==> src/rtl/efuse_macro_seq_if.sv <==
// Controller/macro-facing signal bundle of the eFuse timing sequencer.
interface efuse_macro_seq_if #(
  parameter int unsigned NW = 64,
  parameter int unsigned NR = 64
);
  localparam int unsigned RSW = (256 / NR > 1) ? $clog2(256 / NR) : 1;
  localparam int unsigned WSW = (256 / NW > 1) ? $clog2(256 / NW) : 1;

  // controller side
  logic           read_start;
  logic [RSW-1:0] efuse_read_sel;
  logic           read_done;
  logic [NR-1:0]  read_data;
  logic           efuse_busy_read;
  logic           write_start;
  logic [WSW-1:0] efuse_write_sel;
  logic [NW-1:0]  write_data;
  logic           write_done;
  logic           efuse_busy_write;

  // hard macro side
  logic           efuse_csb;
  logic           efuse_pgenb;
  logic           efuse_load;
  logic           efuse_strobe;
  logic [7:0]     efuse_addr;
  logic [7:0]     efuse_q;

  modport master (
    output read_start, efuse_read_sel, write_start, efuse_write_sel, write_data, efuse_q,
    input  read_done, read_data, efuse_busy_read, write_done, efuse_busy_write,
    input  efuse_csb, efuse_pgenb, efuse_load, efuse_strobe, efuse_addr
  );

  modport slave (
    input  read_start, efuse_read_sel, write_start, efuse_write_sel, write_data, efuse_q,
    output read_done, read_data, efuse_busy_read, write_done, efuse_busy_write,
    output efuse_csb, efuse_pgenb, efuse_load, efuse_strobe, efuse_addr
  );
endinterface

==> src/rtl/efuse_macro_seq.sv <==
// eFuse hard-macro timing sequencer: byte-wise reads assembled into NR-bit
// words, bit-serial programming of the '1' bits of an NW-bit word.
module efuse_macro_seq #(
  parameter int unsigned NW           = 64,
  parameter int unsigned NR           = 64,
  parameter int unsigned T_SETUP      = 2,
  parameter int unsigned T_RD_STROBE  = 4,
  parameter int unsigned T_PGM_STROBE = 200,
  parameter int unsigned T_HOLD       = 2
) (
  input logic             clk,
  input logic             rst_n,
  efuse_macro_seq_if.slave bus
);

  localparam int unsigned NBYTES = NR / 8;
  localparam int unsigned TMAX_A = (T_SETUP > T_RD_STROBE) ? T_SETUP : T_RD_STROBE;
  localparam int unsigned TMAX_B = (T_PGM_STROBE > T_HOLD) ? T_PGM_STROBE : T_HOLD;
  localparam int unsigned TMAX   = (TMAX_A > TMAX_B) ? TMAX_A : TMAX_B;
  localparam int unsigned CW     = $clog2(TMAX + 1);

  typedef enum logic [3:0] {
    IDLE, RD_SETUP, RD_STB, RD_HOLD, WR_SETUP, WR_STB, WR_HOLD, WR_SKIP, DONE
  } state_t;

  state_t         state_q, state_d;
  logic [CW-1:0]  cnt_q, cnt_d;
  logic [7:0]     idx_q, idx_d;
  logic [7:0]     base_q, base_d;
  logic           is_rd_q, is_rd_d;
  logic [NW-1:0]  wdata_q, wdata_d;
  logic [NR-1:0]  shadow_q, shadow_d;
  logic           wr_next;

  logic           csb_q, csb_d;
  logic           pgenb_q, pgenb_d;
  logic           load_q, load_d;
  logic           strobe_q, strobe_d;
  logic [7:0]     addr_q, addr_d;
  logic [NR-1:0]  read_data_q, read_data_d;
  logic           read_done_q, read_done_d;
  logic           write_done_q, write_done_d;
  logic           busy_rd_q, busy_rd_d;
  logic           busy_wr_q, busy_wr_d;

  // State, sequencing context and registered macro/controller outputs
  always_ff @(posedge clk or negedge rst_n) begin
    if (!rst_n) begin
      state_q      <= IDLE;
      cnt_q        <= '0;
      idx_q        <= '0;
      base_q       <= '0;
      is_rd_q      <= 1'b0;
      wdata_q      <= '0;
      shadow_q     <= '0;
      csb_q        <= 1'b1;
      pgenb_q      <= 1'b1;
      load_q       <= 1'b0;
      strobe_q     <= 1'b0;
      addr_q       <= '0;
      read_data_q  <= '0;
      read_done_q  <= 1'b0;
      write_done_q <= 1'b0;
      busy_rd_q    <= 1'b0;
      busy_wr_q    <= 1'b0;
    end else begin
      state_q      <= state_d;
      cnt_q        <= cnt_d;
      idx_q        <= idx_d;
      base_q       <= base_d;
      is_rd_q      <= is_rd_d;
      wdata_q      <= wdata_d;
      shadow_q     <= shadow_d;
      csb_q        <= csb_d;
      pgenb_q      <= pgenb_d;
      load_q       <= load_d;
      strobe_q     <= strobe_d;
      addr_q       <= addr_d;
      read_data_q  <= read_data_d;
      read_done_q  <= read_done_d;
      write_done_q <= write_done_d;
      busy_rd_q    <= busy_rd_d;
      busy_wr_q    <= busy_wr_d;
    end
  end

  // Next-state, phase counting, and outputs derived from the next state
  always_comb begin
    state_d  = state_q;
    cnt_d    = cnt_q + CW'(1);
    idx_d    = idx_q;
    base_d   = base_q;
    is_rd_d  = is_rd_q;
    wdata_d  = wdata_q;
    shadow_d = shadow_q;
    wr_next  = 1'b0;

    unique case (state_q)
      IDLE: begin
        cnt_d = '0;
        if (bus.read_start) begin
          state_d = RD_SETUP;
          base_d  = 8'(bus.efuse_read_sel) * 8'(NBYTES);
          idx_d   = '0;
          is_rd_d = 1'b1;
        end else if (bus.write_start) begin
          state_d = bus.write_data[0] ? WR_SETUP : WR_SKIP;
          base_d  = 8'(bus.efuse_write_sel) * 8'(NW);
          idx_d   = '0;
          is_rd_d = 1'b0;
          wdata_d = bus.write_data;
        end
      end
      RD_SETUP: if (cnt_q == CW'(T_SETUP - 1)) begin
        state_d = RD_STB;
        cnt_d   = '0;
      end
      RD_STB: if (cnt_q == CW'(T_RD_STROBE - 1)) begin
        // New byte enters at the top; after NBYTES shifts byte 0 sits at the bottom.
        state_d  = RD_HOLD;
        cnt_d    = '0;
        shadow_d = (shadow_q >> 8) | (NR'(bus.efuse_q) << (NR - 8));
      end
      RD_HOLD: if (cnt_q == CW'(T_HOLD - 1)) begin
        cnt_d = '0;
        if (idx_q == 8'(NBYTES - 1)) begin
          state_d = DONE;
        end else begin
          idx_d   = idx_q + 8'd1;
          state_d = RD_SETUP;
        end
      end
      WR_SETUP: if (cnt_q == CW'(T_SETUP - 1)) begin
        state_d = WR_STB;
        cnt_d   = '0;
      end
      WR_STB: if (cnt_q == CW'(T_PGM_STROBE - 1)) begin
        state_d = WR_HOLD;
        cnt_d   = '0;
      end
      WR_HOLD: if (cnt_q == CW'(T_HOLD - 1)) wr_next = 1'b1;
      WR_SKIP: wr_next = 1'b1;
      DONE: begin
        state_d = IDLE;
        cnt_d   = '0;
      end
      default: state_d = IDLE;
    endcase

    // Advance to the next write bit; wdata is shifted so bit 0 is always current.
    if (wr_next) begin
      cnt_d = '0;
      if (idx_q == 8'(NW - 1)) begin
        state_d = DONE;
      end else begin
        idx_d   = idx_q + 8'd1;
        wdata_d = wdata_q >> 1;
        state_d = wdata_d[0] ? WR_SETUP : WR_SKIP;
      end
    end

    csb_d        = (state_d == IDLE) || (state_d == DONE);
    pgenb_d      = !(state_d inside {WR_SETUP, WR_STB, WR_HOLD, WR_SKIP});
    load_d       = state_d inside {RD_SETUP, RD_STB, RD_HOLD};
    strobe_d     = state_d inside {RD_STB, WR_STB};
    addr_d       = csb_d ? addr_q : (base_d + idx_d);
    read_done_d  = (state_d == DONE) && is_rd_d;
    write_done_d = (state_d == DONE) && !is_rd_d;
    busy_rd_d    = (state_d != IDLE) && is_rd_d;
    busy_wr_d    = (state_d != IDLE) && !is_rd_d;
    read_data_d  = read_done_d ? shadow_q : read_data_q;
  end

  assign bus.efuse_csb        = csb_q;
  assign bus.efuse_pgenb      = pgenb_q;
  assign bus.efuse_load       = load_q;
  assign bus.efuse_strobe     = strobe_q;
  assign bus.efuse_addr       = addr_q;
  assign bus.read_data        = read_data_q;
  assign bus.read_done        = read_done_q;
  assign bus.write_done       = write_done_q;
  assign bus.efuse_busy_read  = busy_rd_q;
  assign bus.efuse_busy_write = busy_wr_q;

endmodule

==> src/flat_wrapper.sv <==
// flat-port wrapper written by rule: the top's interface ports become plain ports
module efuse_macro_seq_flat 
#(
  parameter int unsigned NW           = 64,
  parameter int unsigned NR           = 64,
  parameter int unsigned T_SETUP      = 2,
  parameter int unsigned T_RD_STROBE  = 4,
  parameter int unsigned T_PGM_STROBE = 200,
  parameter int unsigned T_HOLD       = 2
)
  (clk, rst_n, bus_read_start, bus_efuse_read_sel, bus_write_start, bus_efuse_write_sel, bus_write_data, bus_efuse_q, bus_read_done, bus_read_data, bus_efuse_busy_read, bus_write_done, bus_efuse_busy_write, bus_efuse_csb, bus_efuse_pgenb, bus_efuse_load, bus_efuse_strobe, bus_efuse_addr);
  efuse_macro_seq_if #(.NW(NW), .NR(NR)) bus_i ();
  input logic clk;
  input logic rst_n;
  input wire logic [$bits(bus_i.read_start)-1:0] bus_read_start;
  input wire logic [$bits(bus_i.efuse_read_sel)-1:0] bus_efuse_read_sel;
  input wire logic [$bits(bus_i.write_start)-1:0] bus_write_start;
  input wire logic [$bits(bus_i.efuse_write_sel)-1:0] bus_efuse_write_sel;
  input wire logic [$bits(bus_i.write_data)-1:0] bus_write_data;
  input wire logic [$bits(bus_i.efuse_q)-1:0] bus_efuse_q;
  output wire logic [$bits(bus_i.read_done)-1:0] bus_read_done;
  output wire logic [$bits(bus_i.read_data)-1:0] bus_read_data;
  output wire logic [$bits(bus_i.efuse_busy_read)-1:0] bus_efuse_busy_read;
  output wire logic [$bits(bus_i.write_done)-1:0] bus_write_done;
  output wire logic [$bits(bus_i.efuse_busy_write)-1:0] bus_efuse_busy_write;
  output wire logic [$bits(bus_i.efuse_csb)-1:0] bus_efuse_csb;
  output wire logic [$bits(bus_i.efuse_pgenb)-1:0] bus_efuse_pgenb;
  output wire logic [$bits(bus_i.efuse_load)-1:0] bus_efuse_load;
  output wire logic [$bits(bus_i.efuse_strobe)-1:0] bus_efuse_strobe;
  output wire logic [$bits(bus_i.efuse_addr)-1:0] bus_efuse_addr;
  assign bus_i.read_start = bus_read_start;
  assign bus_i.efuse_read_sel = bus_efuse_read_sel;
  assign bus_i.write_start = bus_write_start;
  assign bus_i.efuse_write_sel = bus_efuse_write_sel;
  assign bus_i.write_data = bus_write_data;
  assign bus_i.efuse_q = bus_efuse_q;
  assign bus_read_done = bus_i.read_done;
  assign bus_read_data = bus_i.read_data;
  assign bus_efuse_busy_read = bus_i.efuse_busy_read;
  assign bus_write_done = bus_i.write_done;
  assign bus_efuse_busy_write = bus_i.efuse_busy_write;
  assign bus_efuse_csb = bus_i.efuse_csb;
  assign bus_efuse_pgenb = bus_i.efuse_pgenb;
  assign bus_efuse_load = bus_i.efuse_load;
  assign bus_efuse_strobe = bus_i.efuse_strobe;
  assign bus_efuse_addr = bus_i.efuse_addr;
  efuse_macro_seq #(.NW(NW), .NR(NR), .T_SETUP(T_SETUP), .T_RD_STROBE(T_RD_STROBE), .T_PGM_STROBE(T_PGM_STROBE), .T_HOLD(T_HOLD)) u_core (.clk(clk), .rst_n(rst_n), .bus(bus_i));
endmodule
==> config.mk <==
export PLATFORM = sky130hd
export DESIGN_NAME = efuse_macro_seq_flat
export DESIGN_NICKNAME = d
export VERILOG_FILES = /design/src/rtl/efuse_macro_seq_if.sv /design/src/rtl/efuse_macro_seq.sv /design/src/flat_wrapper.sv
export SDC_FILE = /design/constraint.sdc
export NUM_CORES = 1
export LEC_CHECK = 0
export ABC_CLOCK_PERIOD_IN_PS = 7200
export CAP_MARGIN = 40
export CORE_ASPECT_RATIO = 0.7
export CORE_MARGIN = 8
export CORE_UTILIZATION = 58
export DETAILED_ROUTE_END_ITERATION = 10
export PLACE_DENSITY = 0.93
export SYNTH_ARGS = -nofsm -noshare
export SYNTH_HDL_FRONTEND = slang
export SYNTH_SLANG_ARGS = --single-unit
==> constraint.sdc <==
create_clock -name clk -period 7.2 [get_ports clk]
set_input_delay 1.44 -clock clk [delete_from_list [all_inputs] [get_ports clk]]
set_output_delay 1.44 -clock clk [all_outputs]
set_load 0.05 [all_outputs]
==> flow_summary.toml, run 1 <==
[setup_path]
setup.worst_path.start = "u_core.cnt_q[2]"
start_kind = "flop"
reg2reg_from = "u_core.cnt_q[2]"
crit_path_end_kind = "flop"
r2r_slack_ns = 2.45
timing.rr.end = "u_core.bus.efuse_addr[7]"
crit_chain = "or4_4, or3_1, a21oi_4, buf_4, nor2_1, inv_1, a22o_1, ha_1, a21o_1, a21oi_1, nor2b_1, o21a_1, o41ai_1, xnor3_1, mux2i_1"
critPathKind = "reg -> reg"
critPathRequiredTime_ns = 7.62
critPathArrivalTime_ns = 5.17
reg2reg_depth = 15
cp.buffers_inverters = 2
slowest_delay_ns = 0.58
critPathSlowestCell = "or4_4"
worstPathMaxFanout = 84
path_delay_family = "simple AND/OR/NAND/NOR gates"

[timing]
worst_slack_ns = 2.45
worst_pin_slew_ns = 0.988
setup_tns_ns = 0
fmax_ghz = 0.210
relSlewSlack_pct = 34.1
fin_crit_ns = 4.75
final_max_slew_viol_count = 0
rsz0062_at_grt = "false"
hold_slack_ns = 0.475
worst_clock_skew_ns = 0.00733
setup_viol = 0
finalCritPeriodShare_pct = 66.0
final_hold_viol_count = 0

[final_layout]
mostFrequentLayoutCells = "dfrtp_1 (234), clkdlybuf4s50_1 (158), mux2_2 (133)"
stdcell_area_um2 = 12700
final_common_cell = "dfrtp_1"
num_antenna_cells = 0
syn_to_final_growth_pct = 25.9
nets = 1036
drive_gt1_share_pct = 20.8

[grt]
grt_overflow = 0
grt_max_degree = 135
grt_pass1_wl_um = 37800
gr-usage-all-layers_pct = 20.8
antenna_found_initial = 2
grt_pass1_vias = 7002

[logic_synthesis]
yosys.area.top_type = "dfrtp_1"
synth_top_family_by_area = "multiplexers"
synth_area_leaders = "dfrtp_1 (58%), mux2_2 (15%), mux2i_1 (6.4%)"
synthSimpleGateAreaFrac_pct = 7.16
synthXorXnorAreaFrac_pct = 1.44
yosysWarnings = 0
synth_top_cell_area_share_pct = 58.0
seq_area_frac_synth_pct = 58.5
ys.flop_type = "dfrtp_1"
synth_nets = 886
async_flop_share_pct = 100
synth_compound_area_share_pct = 7.51
synth-adder-area-share_pct = 1.44
synth.ff_latch_count = 236
synth_edf_count = 0
syn_area_um2 = 10100
muxShareOfSynthArea_pct = 21.4
yosysUniqueCellTypes = 60
syn_inst = 795
avgSynthCellArea_um2 = 12.7

[clocking]
post_cts_buffers = 0
path_clk_slew_ns = 0.07
holdBufCountCts = 0
worstSkewPairLatency_ns = 0.49
clock-root-buffer = "clkbuf_16"
cts_buffer_depth = 3
cts.repair.resized = 0
cts_num_sinks = 236
cts_max_level = 1
cts_tree = "yes"
cts-buffers-inserted = 23

[routing]
routed_wl_um = 23400
drtIter0Drc = 560
wl_per_cell_um = 19.6
postRouteAntennaNets = 0
firstDrtPassIters = 7
drc = 0
routed_via_density = 5.63
vias = 6714

[die]
core_area_um2 = 17100
initial_utilization_pct = 59.0
io_pins = 160
die_w_um = 174
num_rows = 40
die_h_um = 126
fp.dieArea_um2 = 22000

[flow_run]
maxCapViolCount = 0

[power_and_ir_drop]
power.density_nw_per_um2 = 211
p_leak_nw = 5.42
ir_drop_mv = 0.178

[worst_hold_path]
hold_path_class = "reg -> reg"
hold_path.startpoint = "u_core.wdata_q[56]"
hold_depth = 2
hold_end = "u_core.wdata_q[55]"

[placement]
globalplace.congestion = 0.844
place_ws_ns = 2.25
placed_area_um2 = 11900
port_buffers = 159
hpwlAfterDp_um = 15600

[status]
status = "finished clean"
[layout make-up]
| type | count | area (µm²) |
|---|---|---|
| inverters | 11 | 41.3 |
| multi-input cells | 505 | 3950 |
| clock buffers | 29 | 638 |
| well taps | 231 | 289 |
| flip-flops and latches | 236 | 5910 |
| clock inverters | 12 | 165 |
| fillers | 1108 | 4400 |
| repair buffers | 168 | 1720 |
[per-layer routing]
| layer | vias to the layer above | GRT usage (%) | wire, µm | part of all wire [%] |
|---|---|---|---|---|
| li1 | 3109 | - | - | - |
| met1 | 3332 | 28.7 | 10600 | 45 |
| met4 | 4 | 4.01 | 307 | 1.3 |
| met2 | 243 | 32.9 | 10700 | 46 |
| met5 | - | 0 | 22 | 0.094 |
| met3 | 26 | 5.87 | 1750 | 7.5 |
[cell usage after synthesis, drive strengths merged, types with 6 or more instances]
cell type  instances
dfrtp            234
mux2             134
o21ai             82
nand2             74
mux2i             65
nor2              25
buf               23
clkbuf            20
nor3              14
inv               11
nand3             11
ha                10
a21oi              9
xnor2              9
and3               7
and2               6
[registers in the layout (all words and copies together), names as in the netlist]
signal	flops
u_core.bus.efuse_csb	1
u_core.bus.read_data	64
u_core.bus.efuse_load	1
u_core.wdata_q	63
u_core.is_rd_q	1
u_core.bus.efuse_busy_read	1
u_core.bus.efuse_strobe	1
u_core.state_q	4
u_core.base_q	8
u_core.bus.efuse_pgenb	1
u_core.shadow_q	64
u_core.bus.read_done	1
u_core.cnt_q	8
u_core.bus.efuse_addr	8
u_core.bus.efuse_busy_write	1
u_core.bus.write_done	1
u_core.idx_q	8
[stage by stage]
stage          total power, mW  utilization, %  std cells
4_1_cts                   2.71            74.3       1192
3_3_place_gp              1.43            69.1       1148
3_5_place_dp              1.43            69.6       1151
5_1_grt                   2.76            74.3       1192
2_1_floorplan             1.36               -        795
6_report                  2.68            74.3       1192
[tightest hold or removal path, cell delays in order, from the launching register on]
cell and delay [ns]:
dfrtp_1 0.34, nand2_1 0.05, o21ai_0 0.06
[worst max-delay path by stage]
stage,end,cells after the start
floorplan,u_core.bus.efuse_addr[6],17
global placement,u_core.bus.efuse_addr[7],12
detailed placement,u_core.bus.efuse_addr[7],12
CTS,u_core.bus.efuse_addr[7],15
global route,u_core.bus.efuse_addr[7],15
finish,u_core.bus.efuse_addr[7],15
[cells by family after synthesis]
group / after synthesis
buffers and inverters: 54
and+or+nand+nor: 155
adders and majority gates: 11
AOI/OAI and AO/OA: 125
DFF: 236
muxes: 199
xor gates and xnor gates: 15
[where the power goes]
group	switching, mW	total (mW)	internal (mW)
Sequential	0.00170	1.33	1.33
Combinational	0.0365	0.0794	0.0429
Clock	0.502	1.27	0.771
Total	0.540	2.68	2.14
Note: power is estimated with default switching activity, not from simulation.
==> run 2: changes to the inputs <==
--- a/config.mk
+++ b/config.mk
@@ -5,13 +5,13 @@
 export SDC_FILE = /design/constraint.sdc
 export NUM_CORES = 1
 export LEC_CHECK = 0
-export ABC_CLOCK_PERIOD_IN_PS = 7200
+export ABC_CLOCK_PERIOD_IN_PS = 3900
 export CAP_MARGIN = 40
 export CORE_ASPECT_RATIO = 0.7
 export CORE_MARGIN = 8
-export CORE_UTILIZATION = 58
+export CORE_UTILIZATION = 49
 export DETAILED_ROUTE_END_ITERATION = 10
-export PLACE_DENSITY = 0.93
+export PLACE_DENSITY = 0.85
 export SYNTH_ARGS = -nofsm -noshare
 export SYNTH_HDL_FRONTEND = slang
 export SYNTH_SLANG_ARGS = --single-unit
==> constraint.sdc (replaced) <==
create_clock -name clk -period 3.9 [get_ports clk]
set_input_delay 0.78 -clock clk [delete_from_list [all_inputs] [get_ports clk]]
set_output_delay 0.78 -clock clk [all_outputs]
set_load 0.05 [all_outputs]
==> run 2 against run 1 <==
Effect of this change:
- non-clock buffer count is 16 higher
- final area is 1.5% higher
- largest power group unchanged
- sequential share of layout area is 0.68 points lower
- sequential cell count stayed put
- fmax is 27% higher
- setup slack worse by 2.3 ns
- critical path type unchanged
- critical endpoint unchanged
- sequential power is 85% higher
- routed wire length is 3.9% lower
- largest cell class unchanged
==> flow_summary.toml, run 2 (synthesis results as in run 1) <==
[die]
fp.dieArea_um2 = 25500
die_h_um = 136
num_rows = 44
initial_utilization_pct = 49.3
die_w_um = 188
core_area_um2 = 20500
io_pins = 160

[grt]
gr-usage-all-layers_pct = 16.9
grt_pass1_vias = 6678
grt_max_degree = 112
grt_overflow = 0
antenna_found_initial = 0
grt_pass1_wl_um = 35800

[final_layout]
stdcell_area_um2 = 12900
final_common_cell = "dfrtp_1"
nets = 1052
instances_no_fill = 1253
syn_to_final_growth_pct = 27.8
drive_gt1_share_pct = 23.0
fin_util_pct = 63.0
mostFrequentLayoutCells = "dfrtp_1 (233), clkdlybuf4s50_1 (158), mux2_2 (133)"
num_antenna_cells = 0

[clocking]
cts-buffers-inserted = 23
cts_max_level = 1
clock-root-buffer = "clkbuf_16"
cts_num_sinks = 236
cts_tree = "yes"
worstSkewPairLatency_ns = 0.50
cts_buffer_depth = 3
path_clk_slew_ns = 0.06

[routing]
vias = 6626
drtIter0Drc = 477
routed_wl_um = 22400
wl_per_cell_um = 17.9
postRouteAntennaNets = 0
drc = 0
routed_via_density = 5.29
firstDrtPassIters = 5

[setup_path]
crit_chain = "or4_4, or3_4, buf_4, a21oi_4, buf_6, o21a_1, o221ai_1, o21ai_1, ha_1, a21oi_2, nor2b_1, o21a_1, o41ai_2, xnor3_1, mux2i_1"
worstPathMaxFanout = 6
cp.buffers_inverters = 2
critPathKind = "reg -> reg"
start_kind = "flop"
crit_path_end_kind = "flop"
path_delay_family = "compound AO/OA/AOI/OAI gates"
critPathArrivalTime_ns = 4.17
slowest_delay_ns = 0.56
critPathSlowestCell = "or4_4"
critPathRequiredTime_ns = 4.33
cp_common_cell = "o21a_1"

[placement]
globalplace.congestion = 0.871
hpwlAfterDp_um = 15300
dp.cells = 1206
place_ws_ns = 0.103
port_buffers = 159
placed_area_um2 = 12100

[timing]
fmax_ghz = 0.267
setup_tns_ns = 0
worst_pin_slew_ns = 0.755
finalCritPeriodShare_pct = 95.9
final_max_slew_viol_count = 0
fin_crit_ns = 3.74
setup_viol = 0
relSlewSlack_pct = 49.7
final_hold_viol_count = 0
worst_clock_skew_ns = 0.00952
worst_slack_ns = 0.160

[flow_run]
maxCapViolCount = 0

[worst_hold_path]
hold_path_class = "in -> async"

[status]
status = "finished clean"

[power_and_ir_drop]
p_leak_nw = 5.49
ir_drop_mv = 0.265
power.density_nw_per_um2 = 370
-- run 2: cell types whose count changed in the layout (fill, tap and decap cells not counted), moves of 2 or more --
cell,delta
a21oi_1,-2
a21oi_2,+2
buf_12,+5
buf_16,-2
buf_4,+12
bufinv_16,-3
clkbuf_8,+2
o41ai_1,-2
o41ai_2,+2
-- run 2: worst paths after layout --
path / from / endpoint / slack, ns / cells after the start
max reg2reg: u_core.cnt_q[2] / u_core.bus.efuse_addr[7] / 0.16 / 15
min: rst_n / u_core.bus.read_data[4] / 0.29 / 1
min in group clk: u_core.wdata_q[59] / u_core.wdata_q[58] / 0.47 / 2
min reg2reg: u_core.wdata_q[59] / u_core.wdata_q[58] / 0.47 / 2
max in group asynchronous: rst_n / u_core.bus.read_data[49] / 2.73 / 2
max: u_core.cnt_q[2] / u_core.bus.efuse_addr[7] / 0.16 / 15
-- run 2: timing repair --
item	in CTS	in global routing
gates resized for setup	0	12
endpoints found under the setup margin	0	3
buffers inserted	0	6
hold buffers	0	0
-- run 2: power by group --
part | internal (mW) | switching, mW | leakage, nW
combinational | 0.0791 | 0.0655 | 2.28
clock | 1.27 | 0.915 | 0.369
sequential | 2.45 | 0.00329 | 2.84
total | 3.80 | 0.984 | 5.49
-- run 2: per-layer routing --
layer / track usage, % / up-vias / wire length, µm
met1: 24.4 / 3285 / 10800
li1: - / 3145 / -
met4: 3.40 / 0 / 323
met3: 4.89 / 23 / 1610
met2: 25.1 / 173 / 9670
met5: 0 / - / 0
-- run 2: final cells by class --
type,instances,area (µm²)
fillers,1574,7570
flip-flops and latches,236,5910
multi-input cells,505,3990
repair buffers,184,1870
clock buffers,32,669
well taps,276,345
clock inverters,9,78.8
inverters,11,41.3
-- run 2: metrics by stage --
stage               hold WS (ns)  power [mW]
finish                     0.291        4.78
CTS                        0.331        4.84
global route               0.350        4.94
floorplan                  0.449        2.51
detailed placement         0.462        2.65
global placement           0.454        2.65
-- run 2: worst reg2reg max path, stage by stage, from the launching register on --
cell      delay (ns)
dfrtp_2         0.42
or4_4           0.57
or3_4           0.35
buf_4           0.18
a21oi_4         0.20
buf_6           0.14
o21a_1          0.11
o221ai_1        0.11
o21ai_1         0.16
ha_1            0.31
a21oi_2         0.15
nor2b_1         0.06
o21a_1          0.19
o41ai_2         0.32
xnor3_1         0.27
mux2i_1         0.12
